<file path="src/rtl/ov7670_capture.sv">
// OV7670 RGB565 capture: pairs bytes from the camera bus into 16-bit pixels
// and writes them to a linear frame buffer at row*H_PIX + col.
module ov7670_capture #(
  parameter int H_PIX   = 320,
  parameter int V_LINES = 240,
  parameter int ADDR_W  = 17
) (
  input  logic              clk,
  input  logic              reset,
  input  logic              enable,
  input  logic              vsync,
  input  logic              href,
  input  logic [7:0]        d,
  output logic              we,
  output logic [ADDR_W-1:0] waddr,
  output logic [15:0]       wdata,
  output logic              frame_start,
  output logic              frame_done,
  output logic              line_ovf,
  output logic              frame_ovf,
  output logic              odd_err,
  output logic [1:0]        o_dbg_state
);

  localparam logic [1:0] S_IDLE    = 2'd0;
  localparam logic [1:0] S_SYNC    = 2'd1;
  localparam logic [1:0] S_VBLANK  = 2'd2;
  localparam logic [1:0] S_CAPTURE = 2'd3;

  localparam logic [ADDR_W-1:0] L_H = ADDR_W'(H_PIX);
  localparam logic [ADDR_W-1:0] L_V = ADDR_W'(V_LINES);

  logic [1:0]        r_state;
  logic              r_href_prev;
  logic              r_phase;
  logic [7:0]        r_hi;
  logic [ADDR_W-1:0] r_col;
  logic [ADDR_W-1:0] r_row;
  logic [ADDR_W-1:0] r_line_base;
  logic              r_we;
  logic [ADDR_W-1:0] r_waddr;
  logic [15:0]       r_wdata;
  logic              r_frame_start;
  logic              r_frame_done;
  logic              r_line_ovf;
  logic              r_frame_ovf;
  logic              r_odd_err;

  logic w_fall;
  logic w_col_ok;
  logic w_row_ok;

  assign w_fall   = r_href_prev & ~href;
  assign w_col_ok = (r_col < L_H);
  assign w_row_ok = (r_row < L_V);

  always_ff @(posedge clk or negedge reset) begin
    if (!reset) begin
      r_state       <= S_IDLE;
      r_href_prev   <= 1'b0;
      r_phase       <= 1'b0;
      r_hi          <= 8'd0;
      r_col         <= '0;
      r_row         <= '0;
      r_line_base   <= '0;
      r_we          <= 1'b0;
      r_waddr       <= '0;
      r_wdata       <= 16'd0;
      r_frame_start <= 1'b0;
      r_frame_done  <= 1'b0;
      r_line_ovf    <= 1'b0;
      r_frame_ovf   <= 1'b0;
      r_odd_err     <= 1'b0;
    end else begin
      r_we          <= 1'b0;
      r_frame_start <= 1'b0;
      r_frame_done  <= 1'b0;
      r_href_prev   <= href;
      case (r_state)
        S_IDLE: if (enable) r_state <= S_SYNC;
        // Waiting for blanking first keeps a frame that is already running from being captured.
        S_SYNC: if (vsync) r_state <= S_VBLANK;
        S_VBLANK: begin
          if (!vsync) begin
            r_state       <= S_CAPTURE;
            r_frame_start <= 1'b1;
            r_row         <= '0;
            r_col         <= '0;
            r_line_base   <= '0;
            r_phase       <= 1'b0;
            r_line_ovf    <= 1'b0;
            r_frame_ovf   <= 1'b0;
            r_odd_err     <= 1'b0;
          end
        end
        S_CAPTURE: begin
          if (href) begin
            if (!r_phase) begin
              r_hi    <= d;
              r_phase <= 1'b1;
            end else begin
              r_phase <= 1'b0;
              if (w_col_ok && w_row_ok) begin
                r_we    <= 1'b1;
                r_waddr <= r_line_base + r_col;
                r_wdata <= {r_hi, d};
              end
              if (!w_col_ok) r_line_ovf <= 1'b1;
              if (!w_row_ok) r_frame_ovf <= 1'b1;
              if (w_col_ok) r_col <= r_col + ADDR_W'(1);
            end
          end else if (w_fall) begin
            if (r_phase) begin
              r_odd_err <= 1'b1;
              r_phase   <= 1'b0;
            end
            // Row and line_base stop once the frame is full, so the base never wraps.
            if (r_col != '0 && w_row_ok) begin
              r_row       <= r_row + ADDR_W'(1);
              r_line_base <= r_line_base + L_H;
            end
            r_col <= '0;
          end
          if (vsync) begin
            r_frame_done <= 1'b1;
            r_state      <= enable ? S_VBLANK : S_IDLE;
          end
        end
        default: r_state <= S_IDLE;
      endcase
    end
  end

  assign we          = r_we;
  assign waddr       = r_waddr;
  assign wdata       = r_wdata;
  assign frame_start = r_frame_start;
  assign frame_done  = r_frame_done;
  assign line_ovf    = r_line_ovf;
  assign frame_ovf   = r_frame_ovf;
  assign odd_err     = r_odd_err;
  assign o_dbg_state = r_state;

endmodule

</file>
<file path="config.mk">
export PLATFORM = sky130hd
export DESIGN_NAME = ov7670_capture
export DESIGN_NICKNAME = d
export VERILOG_FILES = /design/src/rtl/ov7670_capture.sv
export SDC_FILE = /design/constraint.sdc
export NUM_CORES = 1
export LEC_CHECK = 0
export ABC_AREA = 0
export BUFFER_PORTS_ARGS = -buffer_cell sky130_fd_sc_hd__buf_2
export CAP_MARGIN = 30
export CORE_MARGIN = 1.5
export CORE_UTILIZATION = 40
export CTS_CLUSTER_SIZE = 30
export DETAILED_ROUTE_END_ITERATION = 8
export PLACE_DENSITY = 0.57
export SETUP_SLACK_MARGIN = 0.05
export SYNTH_ARGS = -nofsm -noshare
export SYNTH_HDL_FRONTEND = slang
export SYNTH_SLANG_ARGS = --single-unit
</file>
<file path="constraint.sdc">
create_clock -name clk -period 3.3 [get_ports clk]
set_input_delay 0.99 -clock clk [delete_from_list [all_inputs] [get_ports clk]]
set_output_delay 0.99 -clock clk [all_outputs]
set_load 0.02 [all_outputs]
</file>
After elaboration in Yosys (flattened, before gate mapping)
Cells that the tools add are included.

cells by class
  $lt $le $gt $ge = 2
  add/subtract/negate cells = 4
  eq/ne operators = 17
  bitwise logic cells = 3
  mux-type cells = 45
  reductions and logical operators = 14

operators by type and width
  kind                                                  count
  2-to-1 mux 17 bit                                     11
  case mux 17 bit (2 select lines)                      3
  adder 17 x 1 -> 17 bit (second input constant)        2
  AND reduction 5 bit                                   5
  != test 2 bit (second input constant)                 11
  2-to-1 mux 1 bit                                      21
  adder 17 bit                                          1
  adder 17 x 9 -> 17 bit (second input constant)        1
  < comparator 17 x 8 -> 1 bit (second input constant)  1
  < comparator 17 x 9 -> 1 bit (second input constant)  1
  nonzero test 17 bit                                   1
  2-to-1 mux 2 bit                                      5
  != test 3 bit (second input constant)                 3
  case mux 1 bit (2 select lines)                       4
  case mux 2 bit (4 select lines)                       1
  AND reduction 4 bit                                   2
  AND reduction 3 bit                                   2
  == test 2 bit (second input constant)                 2
  == test 2 x 1 -> 1 bit (second input constant)        1
  logical AND 1 bit                                     2
  logical NOT 2 bit                                     1
  inverter 1 bit                                        2
  nonzero test 2 bit                                    1
  AND 1 bit                                             1

storage, ports and cells
  word-level logic and storage cells = 100
  output and inout bits = 41
  register bits after elaboration = 102

Depth between registers and ports, before layout
Gate-level depths: netlist (run 1).

  depth in word-level cells = 6
  gate-level depth with buffers = 9

Worst setup path before layout (run 1)
No wires, ideal clock.

  kind = input -> register
  start point = input href
  end point = register r_line_base[9]
  arrival = 2.125 ns
  slack = 1.045 ns
  library setup time = 0.130 ns
  stages = 7
  cell sequence = nor2b_1 > o211ai_2 > nor3_2 > nor2_1 > buf_6 > o21ai_0 > o31ai_1

on the way
  longest elaborated chain between the ends = 4
  elaborated cells between the ends (all ways) = 5
  classes of those cells = eq/ne (2); bitwise (2); reduce/logical (1)

RTL lines
  element                                 line  source
  from (decl)                             12    input logic href,
  inverter 1 bit                          53    assign w_fall = r_href_prev & ~href;
  AND 1 bit                               53
  != test 2 bit (no source line)          -
  AND reduction 5 bit (no source line) *  -
  to (signal assigned)                    120   r_line_base <= r_line_base + L_H;
  to (decl)                               39    logic [ADDR_W-1:0] r_line_base;

Every way passes the cells marked *; elsewhere a longest branch is shown, timed or not.
A chain may end at the register's enable or synchronous reset.

Final worst setup path (run 1)
  start point = register r_state[1], in the netlist o_dbg_state[1]
  end point = register r_waddr[2], in the netlist waddr[2]

on the way
  longest elaborated chain between the ends = 2

RTL lines
  element                               line  source
  from (decl)                           33    logic [1:0] r_state;
  from (signal assigned)                126   r_state <= enable ? S_VBLANK : S_IDLE;
  == test 2 bit                         79    case (r_state)
  AND reduction 4 bit (no source line)  -
  to (signal assigned)                  105   r_waddr <= r_line_base + r_col;
  to (decl)                             41    logic [ADDR_W-1:0] r_waddr;

Every way passes these cells.

==> run_results.csv, run 1 <==
group,metric,value,unit
run_status,outcome,"complete, no violations",
grt,grtUsageTotal,0.165,
grt,antenna_found_initial,0,
place,port_buffers,53,
cts,ctsResizeCount,0,
cts,cts.sinks,96,
logic_synthesis,netlist_area,4490,sq um
logic_synthesis,synth.most_common_cell,"dfrtp_1",
worst_setup_path,rr_endpoint,"waddr[2]",
worst_setup_path,path_cells,"and2_1, nand3_1, or3_1, buf_4, nand2_1, nand2_1",
grt,overflow,0,
hold_path,worst_hold_path_type,"reg -> reg",
place,place_congestion,0.769,
cts,cts_setup_buffers,0,
worst_setup_path,path_class,"reg -> reg",
cts,cts-root-buf,"clkbuf_8",
logic_synthesis,ys_warn_count,0,
logic_synthesis,yosysSeqAreaShare,0.535,
worst_setup_path,worstPathMaxFanout,24,
sta,holdWs,464,ps
die,rows,38,
place,dp_cells,625,
hold_path,holdPathStages,2,
logic_synthesis,yosys.area.top_type,"dfrtp_1",
logic_synthesis,synth-edff-count,0,
hold_path,min_from,"wdata[5]",
logic_synthesis,ys.flop_type,"dfrtp_1",
worst_setup_path,crit_path_end_kind,"flop",
pwr,ir_worst_vdd,296,uV
cells_and_area,area_growth,14.1,%
cts,ctsHoldBuffers,0,
cts,h-tree-depth,3,
cts,clk_pin_slew_worst_paths,90,ps
logic_synthesis,synthesis.instances,440,
sta,worstMarginPinSlew,911,ps
worst_setup_path,crit_path_start_kind,"flop",
cells_and_area,finalNonFillerCells,640,
job,maxCapViolations,0,
cells_and_area,drive_gt1_frac,0.214,
place,hpwlAfterDp,6380,um
logic_synthesis,synth_fp_nets,467,
logic_synthesis,synth.distinct_cells,47,
die,initial_core_util,0.412,
logic_synthesis,postSynth.asyncResetShare,1.00,
die,dieArea,11900,sq um
grt,grt_first_pass_wirelength,15300,um
logic_synthesis,syn_area_per_cell,10.2,sq um
routing,wl_per_cell,14.1,um
sta,maxClockFrequency,0.382,GHz
grt,grt_max_degree,68,
sta,drv_slew,0,
die,io_pins,54,
grt,grt_pass1_vias,3244,
routing,via_per_inst,5.09,
cells_and_area,diodes,0,
sta,fin_crit_sh,0.793,
cts,cts_inserted_buffers,9,
routing,ant_nets,0,
pwr,p_leak,2.63,nW
worst_setup_path,crit_family,"simple AND/OR/NAND/NOR gates",
logic_synthesis,synth_seq_cells,96,
worst_setup_path,reg2reg_from,"o_dbg_state[1]",
worst_setup_path,slowest_delay,710,ps
worst_setup_path,worstPathArrival,2870,ps
worst_setup_path,cp_common_cell,"nand2_1",
worst_setup_path,r2r.worst_path.cells,6,
routing,drt_iter0_markers,78,
worst_setup_path,critPathBufInv,1,
logic_synthesis,synth_commonest_cells,"96 x dfrtp_1, 90 x nand2_1, 37 x nor2_1",
sta,slew_headroom,0.393,
sta,rsz0062_at_grt,"false",
hold_path,worstHoldEndpoint,"wdata[5]",
cells_and_area,nNetsFinal,523,
die,die_y,109,um
cts,clockBufferDepth,2,
die,fp.dieW,109,um
cts,cts_tree,"yes",
worst_setup_path,slowest_stage,"or3_1",
worst_setup_path,rrSetupSlack,680,ps
sta,setup_tns,0,ps
pwr,pwr_density_cell,643,nW/um^2
worst_setup_path,critPathRequiredTime,3550,ps
routing,dr_total_vias,3255,
logic_synthesis,synth_top_area_frac,0.535,
die,core_region_area,10900,sq um
sta,hold_violations,0,
sta,layout_min_cycle_time,2620,ps
routing,first_pass_iters,4,
sta,setup_viol,0,
logic_synthesis,synth_area_leaders,"dfrtp_1 54%, nand2_1 7.5%, ha_1 3.9%",
routing,drc_errors,0,
sta,clock_skew,17.2,ps
cells_and_area,fill_cells,1047,
routing,wirelength,8990,um
cts,clk_latency,370,ps
[per-stage QoR]
stage	setup slack, ps	area [sq um]	total power, W	utilization
after floorplan	1050	4490	0.00220	-
after global placement	565	4910	0.00247	0.451
after detailed placement	486	4910	0.00249	0.451
after CTS	632	5120	0.00335	0.470
after global routing	440	5120	0.00352	0.470
final	682	5120	0.00329	0.470
[cell usage in the layout, fill, tap and decap left out, types with 11 or more instances in the layout]
cell     netlist  routed
nand3_1       12      12
and3_1        11      11
ha_1          14      14
xor2_1        15      15
buf_2          6      52
a21oi_1       11      11
nand2_1       90      90
dfrtp_1       96      96
o21ai_0       33      33
nor2_1        37      37
[power breakdown]
group | total, W | internal [W] | switching [W] | leakage [nW]
combinational | 0.000905 | 0.000316 | 0.000589 | 1.24
clock | 0.000839 | 0.000427 | 0.000412 | 0.106
sequential | 0.00155 | 0.00139 | 0.000157 | 1.29
total | 0.00329 | 0.00213 | 0.00116 | 2.63
[how the worst max path moves through the flow]
stage                      endpoint      startpoint  cells after the start  slack [ps]
global placement    r_line_base[11]            href                      8         570
floorplan            r_line_base[9]            href                      7        1050
detailed placement         r_row[3]            href                      8         490
finish                     waddr[2]  o_dbg_state[1]                      6         680
CTS                        waddr[2]  o_dbg_state[1]                      6         630
global route               waddr[2]  o_dbg_state[1]                      6         440
[cell type report]
type | instances | area (sq um) | share of cell area
Sequential cell | 96 | 2400 | 0.469
Multi-Input combinational cell | 323 | 1970 | 0.384
Clock buffer | 9 | 124 | 0.0242
Clock inverter | 6 | 90.1 | 0.0176
Timing Repair Buffer | 62 | 348 | 0.0679
Tap cell | 140 | 175 | 0.0342
Inverter | 4 | 15.0 | 0.00293
[flip-flops by register name, indices dropped and copies added (netlist names)]
register	cells
wdata	16
frame_done	1
waddr	17
we	1
r_href_prev	1
r_phase	1
r_line_base	11
frame_ovf	1
odd_err	1
r_col	17
frame_start	1
o_dbg_state	2
r_hi	8
r_row	17
line_ovf	1
[per-layer routing]
metal  wire (um)  track usage  vias up
met4         102       0.0602        0
met2        4180        0.273       56
met5           0            0        -
met3         337       0.0329        8
met1        4370        0.212     1566
li1            -            -     1625
[worst min-delay path: stages, from the launching register on]
cell,delay [ps]
dfrtp_1,340
nand2_1,50
nand2_1,50
[kinds of logic (layout without fill, tap and decap cells)]
logic type                 after synthesis  count (layout)  share of synthesized area
and+or+nand+nor                        201             201                      0.216
DFF                                     96              96                      0.535
AOI/OAI and AO/OA                       78              78                      0.117
xor gates and xnor gates                21              21                     0.0410
buffers and inverters                   21              81                     0.0276
adders and majority gates               14              14                     0.0390
muxes                                    9               9                     0.0234
Power figures use the tool's default switching activity.
==> run 2, diff against run 1 <==
Clock period 3.3 ns to 2.5 ns, I/O delays scaled along.
==> run 2 against run 1 <==
- setup slack got worse by 330 ps
- register-to-register slack got worse by 330 ps
- clock power increased by 11%
- die area unchanged
- fmax increased by 22%
- flip-flop and latch count unchanged
- cell count increased by 0.94%
- final area increased by 0.56%
- clock-buffer cell count increased by 1
- critical path type unchanged
- largest cell class unchanged
- highest routed layer unchanged
==> run_results.csv, run 2 (synthesis gave the netlist of run 1 again) <==
group,metric,value,unit
cells_and_area,drive_gt1_frac,0.223,
cells_and_area,nNetsFinal,528,
sta,clock_skew,14.3,ps
cts,clk_pin_slew_worst_paths,100,ps
routing,dr_total_vias,3329,
worst_setup_path,crit_path_end_kind,"flop",
die,core_region_area,10900,sq um
place,hpwlAfterDp,6520,um
cells_and_area,utilization,0.473,
sta,rsz0062_at_grt,"false",
cells_and_area,fill_cells,1023,
place,dp_cells,630,
sta,fin_crit_sh,0.859,
worst_setup_path,worstPathArrival,2390,ps
worst_setup_path,crit_path_start_kind,"flop",
grt,grt_pass1_vias,3323,
cells_and_area,diodes,0,
place,place_congestion,0.777,
die,fp.dieW,109,um
worst_setup_path,path_cells,"nor4_2, nand4_1, or3_1, buf_12, nand2_1, o21ai_0",
pwr,pwr_density_cell,820,nW/um^2
sta,setup_tns,0,ps
cells_and_area,final_cell_mix,"96 x dfrtp_1, 90 x nand2_1, 52 x buf_2, 36 x nor2_1, 33 x o21ai_0",
cts,cts-root-buf,"clkbuf_8",
pwr,p_leak,2.64,nW
sta,slew_headroom,0.668,
cts,cts_setup_buffers,0,
grt,grt_first_pass_wirelength,15600,um
die,dieArea,11900,sq um
cells_and_area,regArea,2400,sq um
sta,maxClockFrequency,0.466,GHz
cts,cts.sinks,96,
worst_setup_path,critPathRequiredTime,2740,ps
sta,layout_min_cycle_time,2150,ps
cells_and_area,area_growth,14.8,%
hold_path,worst_hold_path_type,"in -> async",
routing,first_pass_iters,4,
routing,via_per_inst,5.15,
sta,hold_violations,0,
cts,clockBufferDepth,2,
die,die_y,109,um
run_status,outcome,"complete, no violations",
cells_and_area,multiInputGateArea,1970,sq um
grt,grt_max_degree,37,
die,io_pins,54,
cts,cts_tree,"yes",
grt,overflow,0,
place,port_buffers,53,
grt,antenna_found_initial,0,
cts,clk_latency,360,ps
routing,wl_per_cell,13.9,um
sta,drv_slew,0,
worst_setup_path,path_class,"reg -> reg",
routing,drc_errors,0,
die,rows,38,
sta,worstMarginPinSlew,498,ps
place,dpl_cell_area,4970,sq um
sta,setup_viol,0,
grt,grtUsageTotal,0.168,
cells_and_area,finalNonFillerCells,646,
sta,worst_slack,354,ps
worst_setup_path,worstPathMaxFanout,36,
routing,wirelength,8980,um
cts,h-tree-depth,3,
die,initial_core_util,0.412,
place,dp_worst_setup_slack,142,ps
job,maxCapViolations,0,
cells_and_area,final_common_cell,"dfrtp_1",
cells_and_area,design_area,5150,sq um
routing,ant_nets,0,
cts,cts_inserted_buffers,9,
routing,drt_iter0_markers,113,
worst_setup_path,slowest_stage,"or3_1",
worst_setup_path,slowest_delay,640,ps
pwr,ir_worst_vdd,425,uV
[run 2: cell types whose count changed in the layout (fill, tap and decap cells not counted), sizes merged]
cell      before  now
buf           62   67
bufinv         2    0
clkbuf         9   10
clkinvlp       1    2
inv            6    7
[run 2: per-stage QoR]
stage | hold slack [ps] | total power, W
2_1_floorplan | 440 | 0.00291
3_3_place_gp | 444 | 0.00330
3_5_place_dp | 455 | 0.00334
4_1_cts | 345 | 0.00429
5_1_grt | 357 | 0.00453
6_report | 343 | 0.00422
[run 2: area by class of cell]
class,count,area share
multi-input combinational,323,0.382
timing repair buffer,67,0.0797
tap,140,0.0340
clock inverter,6,0.00972
clock buffer,10,0.0248
sequential,96,0.467
inverter,4,0.00292
[run 2: path summary, 6_finish.rpt]
check                          start         to  slack, ps  depth (start not counted)
hold / removal                 reset   wdata[2]        340                          1
setup reg to reg           r_row[13]   waddr[9]        350                          6
setup / recovery           r_row[13]   waddr[9]        350                          6
max in group asynchronous      reset  waddr[15]       1500                          2
hold reg to reg            wdata[14]  wdata[14]        470                          2
min in group clk           wdata[14]  wdata[14]        470                          2
[run 2: layer usage]
layer  GRT usage  wire (um)  part of all wire
met5           0          0                 0
met2       0.282       4240              0.47
met1       0.217       4280              0.48
met3      0.0347        329             0.037
met4      0.0536        123             0.014
[run 2: critical path: cells and delay by family, from the launching register on]
family | cells | cell delay (ps)
flip-flops | 1 | 400
buffers and inverters | 1 | 260
AO/OA/AOI/OAI | 1 | 80
AND/OR/NAND/NOR | 4 | 1270
[run 2: power breakdown]
| group | total (W) | switching, W | internal, W |
|---|---|---|---|
| logic | 0.00125 | 0.000793 | 0.000458 |
| registers | 0.00204 | 0.000204 | 0.00184 |
| clock network | 0.000932 | 0.000557 | 0.000375 |
| total | 0.00422 | 0.00155 | 0.00267 |
[run 2: repair_timing]
action	4_1_cts	5_1_grt
endpoints found under the setup margin	0	9
hold buffers	0	0
resized for setup	0	1
==> run 3, diff against run 2 <==
Settings changed: CORE_UTILIZATION 40 to 23, PLACE_DENSITY 0.57 to 0.37.
==> run 3 against run 2 <==
- sequential share of layout area down 2.3 points
- core utilization down 19 points
- setup slack worse by 8.0 ps
- register-to-register slack about the same
- fmax down 0.37%
- wire length up 16%
- non-clock buffer count up 3
- clock-buffer cell count down 1
- critical path depth up 1
- via count down 2.2%
- largest cell class unchanged
==> run_results.csv, run 3 (synthesis gave the netlist of run 1 again) <==
group,metric,value,unit
cells_and_area,drive_gt1_frac,0.232,
cts,cts-root-buf,"clkbuf_16",
sta,clock_skew,8.05,ps
routing,ant_nets,0,
place,port_buffers,53,
routing,first_pass_iters,4,
die,io_pins,54,
die,dieArea,20400,sq um
worst_setup_path,crit_path_end_kind,"flop",
grt,grt_first_pass_wirelength,18000,um
sta,setup_viol,0,
routing,drt_iter0_markers,103,
routing,wl_per_cell,13.5,um
worst_setup_path,slowest_delay,450,ps
worst_setup_path,worstPathMaxFanout,5,
worst_setup_path,path_cells,"ha_1, a211oi_1, o21ai_0, a31oi_1, o21ba_2, xor2_1, o21ai_2",
die,core_region_area,18900,sq um
cells_and_area,nNetsFinal,531,
die,fp.dieW,143,um
sta,layout_min_cycle_time,2150,ps
cts,clk_pin_slew_worst_paths,80,ps
place,place_congestion,0.772,
cts,h-tree-depth,3,
cells_and_area,diodes,0,
place,hpwlAfterDp,7490,um
job,maxCapViolations,0,
sta,drv_slew,0,
sta,fin_crit_sh,0.862,
cts,cts_tree,"yes",
grt,grtUsageTotal,0.113,
sta,rsz0062_at_grt,"false",
place,dp_cells,753,
worst_setup_path,crit_family,"compound AO/OA/AOI/OAI gates",
die,die_y,143,um
sta,maxClockFrequency,0.464,GHz
worst_setup_path,crit_path_end,"waddr[14]",
worst_setup_path,path_class,"reg -> reg",
die,initial_core_util,0.237,
worst_setup_path,slowest_stage,"dfrtp_1",
hold_path,worst_hold_path_type,"in -> async",
cts,cts_inserted_buffers,9,
grt,grt_pass1_vias,3376,
sta,worstMarginPinSlew,488,ps
worst_setup_path,crit_path_start_kind,"flop",
routing,drc_errors,0,
cts,clk_latency,350,ps
routing,wirelength,10400,um
grt,grt_max_degree,48,
cells_and_area,fill_cells,2038,
worst_setup_path,worstPathArrival,2390,ps
cts,cts_setup_buffers,0,
pwr,ir_worst_vdd,347,uV
worst_setup_path,critPathRequiredTime,2740,ps
routing,dr_total_vias,3255,
worst_setup_path,reg2reg_from,"r_col[7]",
cells_and_area,finalNonFillerCells,769,
cts,clockBufferDepth,2,
pwr,pwr_density_cell,868,nW/um^2
cells_and_area,regArea,2400,sq um
cells_and_area,multiInputGateArea,1970,sq um
run_status,outcome,"complete, no violations",
worst_setup_path,r2r.worst_path.cells,7,
worst_setup_path,rrSetupSlack,350,ps
sta,slew_headroom,0.674,
worst_setup_path,path_depth,7,
cells_and_area,final_cell_mix,"96 x dfrtp_1, 90 x nand2_1, 52 x buf_2, 36 x nor2_1, 33 x o21ai_0",
cells_and_area,area_growth,20.8,%
worst_setup_path,cp-startpoint,"r_col[7]",
die,rows,50,
cells_and_area,final_common_cell,"dfrtp_1",
grt,antenna_found_initial,0,
cts,cts.sinks,96,
sta,hold_violations,0,
pwr,p_leak,2.70,nW
grt,overflow,0,
routing,via_per_inst,4.23,
sta,setup_tns,0,ps
worst_setup_path,critPathBufInv,0,
worst_setup_path,rr_endpoint,"waddr[14]",
==> run 3: routing by layer <==
layer / wire length [um] / track usage / vias up
met2: 4530 / 0.171 / 39
met4: 174 / 0.0477 / 0
met3: 399 / 0.0235 / 13
met1: 5280 / 0.157 / 1550
li1: - / - / 1653
met5: 0 / 0 / -
==> run 3: worst min path at each step <==
stage                         from        end  slack [ps]  cells past startpoint
after floorplan            r_hi[2]  wdata[10]         440                      2
after global placement    wdata[3]   wdata[3]         440                      2
after detailed placement  wdata[7]   wdata[7]         450                      2
after CTS                    reset  wdata[10]         350                      1
after global routing         reset  wdata[10]         370                      1
final                        reset   wdata[9]         330                      1
==> run 3: where the power goes <==
part           total [W]  internal [W]  switching [W]
combinational    0.00131      0.000466       0.000844
sequential       0.00202       0.00184       0.000184
clock            0.00137      0.000697       0.000673
==> run 3: area by class of cell <==
cell class,count,share of cell area
inverters,4,0.00277
clock inverters,7,0.0113
flip-flops and latches,96,0.443
clock buffers,9,0.0416
repair buffers,70,0.0776
well taps,260,0.0600
multi-input cells,323,0.363
==> run 3: per-stage QoR <==
stage / hold WS (ps) / utilization / power, W / cell area, sq um / setup WS, ps
after global routing: 369 / 0.287 / 0.00504 / 5420 / 145
after floorplan: 440 / - / 0.00291 / 4490 / 485
after detailed placement: 451 / 0.272 / 0.00339 / 5130 / 182
after global placement: 444 / 0.272 / 0.00337 / 5130 / 251
after CTS: 347 / 0.287 / 0.00479 / 5420 / 161
final: 327 / 0.287 / 0.00470 / 5420 / 346
==> run 3: timing repair <==
action | 4_1_cts | 5_1_grt
endpoints found under the setup margin | 0 | 10
hold buffers | 0 | 0
resized for setup | 0 | 1
